--- config.mk ---
export PLATFORM = sky130hd
export DESIGN_NAME = stage_flag_gen
export DESIGN_NICKNAME = d
export VERILOG_FILES = /design/src/rtl/stage_flag_gen.sv
export SDC_FILE = /design/constraint.sdc
export NUM_CORES = 1
export LEC_CHECK = 0
export CAP_MARGIN = 0
export CORE_MARGIN = 2
export CORE_UTILIZATION = 45
export CTS_CLUSTER_SIZE = 16
export DETAILED_ROUTE_END_ITERATION = 8
export PLACE_DENSITY = 0.61
export SLEW_MARGIN = 10
export SYNTH_ARGS = -nofsm -noshare
export SYNTH_HDL_FRONTEND = slang
export SYNTH_SLANG_ARGS = --single-unit
export TNS_END_PERCENT = 30
--- constraint.sdc ---
create_clock -name clk -period 2.3 [get_ports clk]
set_input_delay 0.46 -clock clk [delete_from_list [all_inputs] [get_ports clk]]
set_output_delay 0.46 -clock clk [all_outputs]
set_load 0.01 [all_outputs]
--- src/rtl/stage_flag_gen.sv ---
// Stage transition command generator for the game stage FSM.
// Optional button debounce filter: define BTN_DEBOUNCE_EN.
module stage_flag_gen #(
  parameter int FINISH_HOLD     = 50000000,
  parameter int ACK_TIMEOUT     = 16,
  parameter int DEBOUNCE_CYCLES = 500000
) (
  input  logic       clk,
  input  logic       reset,
  input  logic       btn_start,
  input  logic       btn_sel,
  input  logic       stage_end,
  input  logic [2:0] cur_stage,
  output logic [2:0] next_stage_flag,
  output logic [1:0] sel_stage,
  output logic       busy,
  output logic       ack_err
);

  localparam logic [2:0] OPENING = 3'd0;
  localparam logic [2:0] STAGE1  = 3'd1;
  localparam logic [2:0] STAGE2  = 3'd2;
  localparam logic [2:0] STAGE3  = 3'd3;
  localparam logic [2:0] FINISH  = 3'd4;

  localparam int HW = (FINISH_HOLD > 1) ? $clog2(FINISH_HOLD) : 1;
  localparam int AW = (ACK_TIMEOUT > 1) ? $clog2(ACK_TIMEOUT) : 1;
  localparam logic [HW-1:0] HOLD_LAST = HW'(FINISH_HOLD - 1);
  localparam logic [AW-1:0] ACK_LAST  = AW'(ACK_TIMEOUT - 1);

  typedef enum logic {IDLE, ISSUE} state_t;

  logic [1:0] s1, s2, filt, fprev, rise;
  logic       start_e, sel_e;

  always_ff @(posedge clk or negedge reset) begin
    if (!reset) begin
      s1    <= '0;
      s2    <= '0;
      fprev <= '0;
    end else begin
      s1    <= {btn_sel, btn_start};
      s2    <= s1;
      fprev <= filt;
    end
  end

`ifdef BTN_DEBOUNCE_EN
  localparam int DW =
    (DEBOUNCE_CYCLES > 1) ? $clog2(DEBOUNCE_CYCLES) : 1;
  localparam logic [DW-1:0] DB_LAST = DW'(DEBOUNCE_CYCLES - 1);

  logic [DW-1:0] dcnt [2];

  // Output follows the sample only after a full run of equal samples.
  always_ff @(posedge clk or negedge reset) begin
    if (!reset) begin
      filt    <= '0;
      dcnt[0] <= '0;
      dcnt[1] <= '0;
    end else begin
      for (int i = 0; i < 2; i++) begin
        if (s2[i] == filt[i]) begin
          dcnt[i] <= '0;
        end else if (dcnt[i] == DB_LAST) begin
          filt[i] <= s2[i];
          dcnt[i] <= '0;
        end else begin
          dcnt[i] <= dcnt[i] + 1'b1;
        end
      end
    end
  end
`else
  logic unused_db;
  assign unused_db = |DEBOUNCE_CYCLES;
  assign filt      = s2;
`endif

  assign rise    = filt & ~fprev;
  assign start_e = rise[0];
  assign sel_e   = rise[1];

  state_t          state, state_n;
  logic [2:0]      flag_n, exp_stage, exp_n;
  logic [1:0]      sel_n;
  logic [HW-1:0]   hcnt, hcnt_n;
  logic [AW-1:0]   wcnt, wcnt_n;
  logic            err_n;

  always_ff @(posedge clk or negedge reset) begin
    if (!reset) begin
      state           <= IDLE;
      next_stage_flag <= '0;
      sel_stage       <= 2'd1;
      exp_stage       <= '0;
      hcnt            <= '0;
      wcnt            <= '0;
      ack_err         <= 1'b0;
    end else begin
      state           <= state_n;
      next_stage_flag <= flag_n;
      sel_stage       <= sel_n;
      exp_stage       <= exp_n;
      hcnt            <= hcnt_n;
      wcnt            <= wcnt_n;
      ack_err         <= err_n;
    end
  end

  always_comb begin
    state_n = state;
    flag_n  = next_stage_flag;
    sel_n   = sel_stage;
    exp_n   = exp_stage;
    hcnt_n  = '0;
    wcnt_n  = wcnt;
    err_n   = 1'b0;
    unique case (state)
      IDLE: begin
        flag_n = '0;
        wcnt_n = '0;
        unique case (1'b1)
          (cur_stage == OPENING): begin
            if (start_e) begin
              flag_n  = {1'b0, sel_stage};
              exp_n   = {1'b0, sel_stage};
              state_n = ISSUE;
            end else if (sel_e) begin
              sel_n = (sel_stage == 2'd3) ? 2'd1 : sel_stage + 2'd1;
            end
          end
          (cur_stage == STAGE1),
          (cur_stage == STAGE2),
          (cur_stage == STAGE3): begin
            if (stage_end) begin
              flag_n  = cur_stage + 3'd3;
              exp_n   = FINISH;
              state_n = ISSUE;
            end
          end
          (cur_stage == FINISH): begin
            if (start_e || hcnt == HOLD_LAST) begin
              flag_n  = 3'b111;
              exp_n   = OPENING;
              state_n = ISSUE;
            end else begin
              hcnt_n = hcnt + 1'b1;
            end
          end
          default: ;
        endcase
      end
      ISSUE: begin
        if (cur_stage == exp_stage) begin
          flag_n  = '0;
          state_n = IDLE;
        end else if (wcnt == ACK_LAST) begin
          flag_n  = '0;
          err_n   = 1'b1;
          state_n = IDLE;
        end else begin
          wcnt_n = wcnt + 1'b1;
        end
      end
      default: state_n = IDLE;
    endcase
  end

  assign busy = (state == ISSUE);

endmodule

==> Word level (Yosys, flattened, before mapping) <==
Index checks and enable logic that the tools add are counted.
{ "classes": {"n_addsub": 4, "n_eq_ne": 14, "mux": 28, "n_bitwise": 4, "reduce_logical": 7} }
{ "op_table": {"columns": ["operator", "n"], "rows": [
  ["$mux 26", 3],
  ["$add 26x1->26 const B", 1],
  ["$eq 26x26->1 const B", 1],
  ["$mux 3", 7],
  ["$pmux 3 s3", 2],
  ["$mux 1", 8],
  ["$mux 4", 2],
  ["$ne 2x2->1 const B", 4],
  ["$pmux 4 s2", 1],
  ["$eq 3x2->1 const B", 2],
  ["$pmux 3 s2", 1],
  ["$reduce_and 5->1", 1],
  ["$add 4x1->4 const B", 1],
  ["$eq 4x4->1 const B", 1],
  ["$mux 2", 2],
  ["$reduce_and 4->1", 1],
  ["$add 3x2->3 const B", 1],
  ["$eq 3x1->1 const B", 1],
  ["$eq 3x3->1", 1],
  ["$eq 3x3->1 const B", 1],
  ["$logic_not 3->1", 1],
  ["$ne 3x1->1 const B", 1],
  ["$pmux 1 s3", 1],
  ["$reduce_bool 3->1", 1],
  ["other kinds (10)", 11]
]} }
{ "word_totals": {"regBits": 46, "output_inout_bits": 7, "word_cells": 67} }

==> Longest topological paths before layout <==
{ "logic_depth": {"depth_word": 6, "mapped_depth": 7, "mapped_depth_nobuf": 6} }

==> Worst setup path before layout <==
No wires, ideal clock.
{ "synth_timing": {"kind": "in2reg", "from": "in cur_stage[1]", "to": "reg exp_stage[0]", "arrival_ps": 1855, "t_required_ps": 2174, "setup_slack_ps": 319, "path_stages": 6, "n_path_buf": 0, "path_cell_list": "inv_1 > ha_1 > or3_1 > a221oi_1 > a21oi_1 > a221o_1"} }
{ "synth_via": {"elab_chain_len": 4, "word_cells_on_any_way": 12, "classes_between": "7 x eq/ne; 1 x mux; 4 x reduce/logical"} }
{ "synth_lines": {"columns": ["element", "line", "text"], "rows": [
  ["from (decl)", "13", "input logic [2:0] cur_stage,"],
  ["$eq 3x1->1 (tied with other cells)", "133", "(cur_stage == STAGE1),"],
  ["$reduce_or 3->1", "123", "unique case (1'b1)"],
  ["$ne 2x2->1 (no source line) or $reduce_bool 3->1 (tied branches)", null, null],
  ["$reduce_and 5->1 (no source line)", null, null],
  ["to (signal assigned)", "104", "exp_stage <= exp_n;"],
  ["to (decl)", "85", "logic [2:0] flag_n, exp_stage, exp_n;"]
]} }
Parallel ways exist; a longest one is shown, timed or not.
A chain may end at the register's enable or synchronous reset.

==> Worst setup path after layout <==
Same ends and word-level chain as after synthesis.

==> reports/metrics.yaml <==
synthesis:
  synth_largest_area_cell: "dfrtp_1"
  yosysMostFrequentCell: "dfrtp_1"
  ys_top_cells_by_area: "dfrtp_1 45%, xor2_1 4.6%, ha_1 4.0%, a211oi_1 3.9%, nand3_1 2.6%"
  synth_cell_type_count: 47
  synthesis.area_um2: 2480
  synth_ff_type: "dfrtp_1"
  ys_seq_elements: 46
  ys_seq_area_share_pct: 46.5
  synthesis.nets: 259
  async_flop_share_pct: 100
  avgSynthCellArea_um2: 10.2
  synth_common_cells: "45 x dfrtp_1, 15 x nand2_1"
  yosys.area.top_type_share_pct: 45.4
  yosysWarnings: 0
  syn_inst: 243
  synth_edf_count: 0
place:
  pre_cts_slack_ns: -0.299
  port_buffers: 14
  gp_congestion: 0.805
  dpl.hpwl_um: 3530
finish:
  fin_nets: 287
  syn_to_final_growth_pct: 17.7
  fin_util_pct: 54.0
  drive_gt1_share_pct: 13.2
  diodes: 0
sta:
  layout_setup_ws_ns: 0.0941
  worst_slew_pin_slew_ns: 0.425
  max_clock_freq_ghz: 0.453
  setup_viol: 0
  layout_min_cycle_time_ns: 2.21
  slew_viol_final: 0
  hold_viol: 0
  rsz0062_at_grt: "false"
  maxSlewHeadroom_pct: 71.6
  skew_ns: 0.00444
  fin_crit_sh_pct: 95.9
critical_path:
  slowest_stage: "clkdlybuf4s50_1"
  rrSetupSlack_ns: 0.28
  path_delay_family: "compound AO/OA/AOI/OAI gates"
  cp_max_fo: 3
  arrival_ns: 2.39
  r2r_cells: 6
  end_kind: "flop"
  crit_buf_inv: 2
  path_cells: "clkdlybuf4s50_1, inv_1, ha_1, or3_1, a221oi_2, a21oi_1, a221o_1"
  crit_type: "in -> reg"
  crit_cells: 7
  critPathMaxStageDelay_ns: 0.51
  timing.critical_path.from: "cur_stage[1]"
  startpoint_type: "primary input"
  reg2reg_from: "hcnt[0]"
  crit_required_ns: 2.48
clock_network:
  clockBufferDepth: 2
  hold_buffers: 0
  cts_sinks: 46
  cts-htree-levels: 2
  cts_root_buffer: "clkbuf_8"
  clk_pin_slew_ns: 0.09
  cts_made_buffers: 5
  postCtsSetupBuffers: 0
  cts-resized-gates: 0
  clk_latency_ns: 0.29
  cts_tree: "yes"
detailed_routing:
  wire_per_inst_um: 15.0
  num_vias: 1938
  vias_per_cell: 5.63
  routed_wl_um: 5140
  postRouteAntennaNets: 0
  drt_iter0_markers: 118
  drc: 0
  first_pass_iters: 4
floorplan:
  num_io_pins: 15
  die_h_um: 78.2
  initial_core_util_pct: 45.9
  coreArea_um2: 5410
  fp.dieW_um: 78.2
  placementRows: 27
  dieArea_um2: 6120
global_routing:
  grtUsageTotal_pct: 18.2
  grt_max_degree: 27
  grt_pass1_vias: 1876
  antenna_found_initial: 0
  overflow: 0
  grt_pass1_wl_um: 8880
power:
  powerDensity_nw_per_um2: 672
  vdd_ir_drop_max_mv: 0.331
  p_leak_uw: 0.00119
outcome:
  status: "complete, no violations"
flow_run:
  drv_cap: 0
worst_hold_path:
  hold_class: "in -> async"
==> kinds of logic after synthesis <==
logic type | share of synthesized area (%)
buf+inv | 3.58
xor+xnor | 5.30
simple gates | 23.2
fa+ha+maj | 4.04
mux | 1.62
compound gates | 15.8
flops | 46.5
==> placed cells by master (no fill, tap or decap), types with 4 or more instances in the layout <==
cell,synthesis,layout
dfrtp_1,45,45
buf_4,2,17
nand2_1,15,14
nand3_1,13,13
nor3_1,13,13
a211oi_1,13,13
xor2_1,13,13
clkdlybuf4s50_1,0,12
nand4_1,9,9
or3_1,9,9
o21ai_0,9,9
inv_1,8,8
nor2_1,8,8
ha_1,8,8
nor2b_1,5,5
o31ai_1,5,5
clkbuf_8,0,5
or4_1,4,4
a21oi_1,4,4
nand2b_1,4,4
o211ai_1,4,4
mux2i_1,4,4
==> state kept, by name (all words and copies together), names as in the netlist <==
| register | count |
|---|---|
| wcnt | 4 |
| s1 | 2 |
| hcnt | 26 |
| exp_stage | 3 |
| filt | 2 |
| sel_stage | 2 |
| ack_err | 1 |
| busy | 1 |
| next_stage_flag | 3 |
| fprev | 2 |
==> through the flow <==
| stage | hold WS (ns) | TNS, ns | power [µW] | std cells | area, µm² |
|---|---|---|---|---|---|
| floorplan | 0.164 | 0 | 1190 | 243 | 2480 |
| detailed placement | 0.336 | -3.01 | 1370 | 336 | 2790 |
| global route | 0.0872 | 0 | 2080 | 344 | 2920 |
| CTS | 0.0720 | 0 | 1980 | 344 | 2910 |
| global placement | 0.340 | -1.80 | 1370 | 336 | 2790 |
| finish | 0.0770 | 0 | 1960 | 344 | 2920 |
==> layer usage <==
metal / vias to the layer above / track usage (%) / share of wire [%]
met5: - / 0 / 0
li1: 971 / - / -
met1: 940 / 26.6 / 51
met4: 0 / 4.21 / 0.47
met2: 25 / 28.2 / 45
met3: 2 / 3.56 / 2.8
==> worst reg2reg max path: stages, from the launching register on <==
cell	delay [ns]
dfrtp_1	0.40
ha_1	0.22
and4_4	0.28
nand4_1	0.09
buf_4	0.19
or4_1	0.51
a211oi_1	0.25
==> report_power, final <==
part / internal [µW] / switching, µW / leakage (µW)
clock network: 323 / 285 / 0.0000504
registers: 882 / 94.1 / 0.000616
logic: 195 / 181 / 0.000527
total: 1400 / 560 / 0.00119
==> layout make-up <==
class | count | area [µm²]
fill | 520 | 2490
multi-input combinational | 178 | 1250
sequential | 46 | 1150
timing repair buffer | 32 | 285
tap | 72 | 90.1
clock buffer | 5 | 68.8
clock inverter | 3 | 45.0
inverter | 8 | 30.0
==> path summary, 6_finish.rpt <==
kind	to
min reg2reg	filt[0]
max reg2reg	hcnt[22]
min	hcnt[14]
min in group clk	filt[0]
max in group asynchronous	sel_stage[0]
max	exp_stage[0]
No activity file was read; power rests on OpenSTA's default activity.
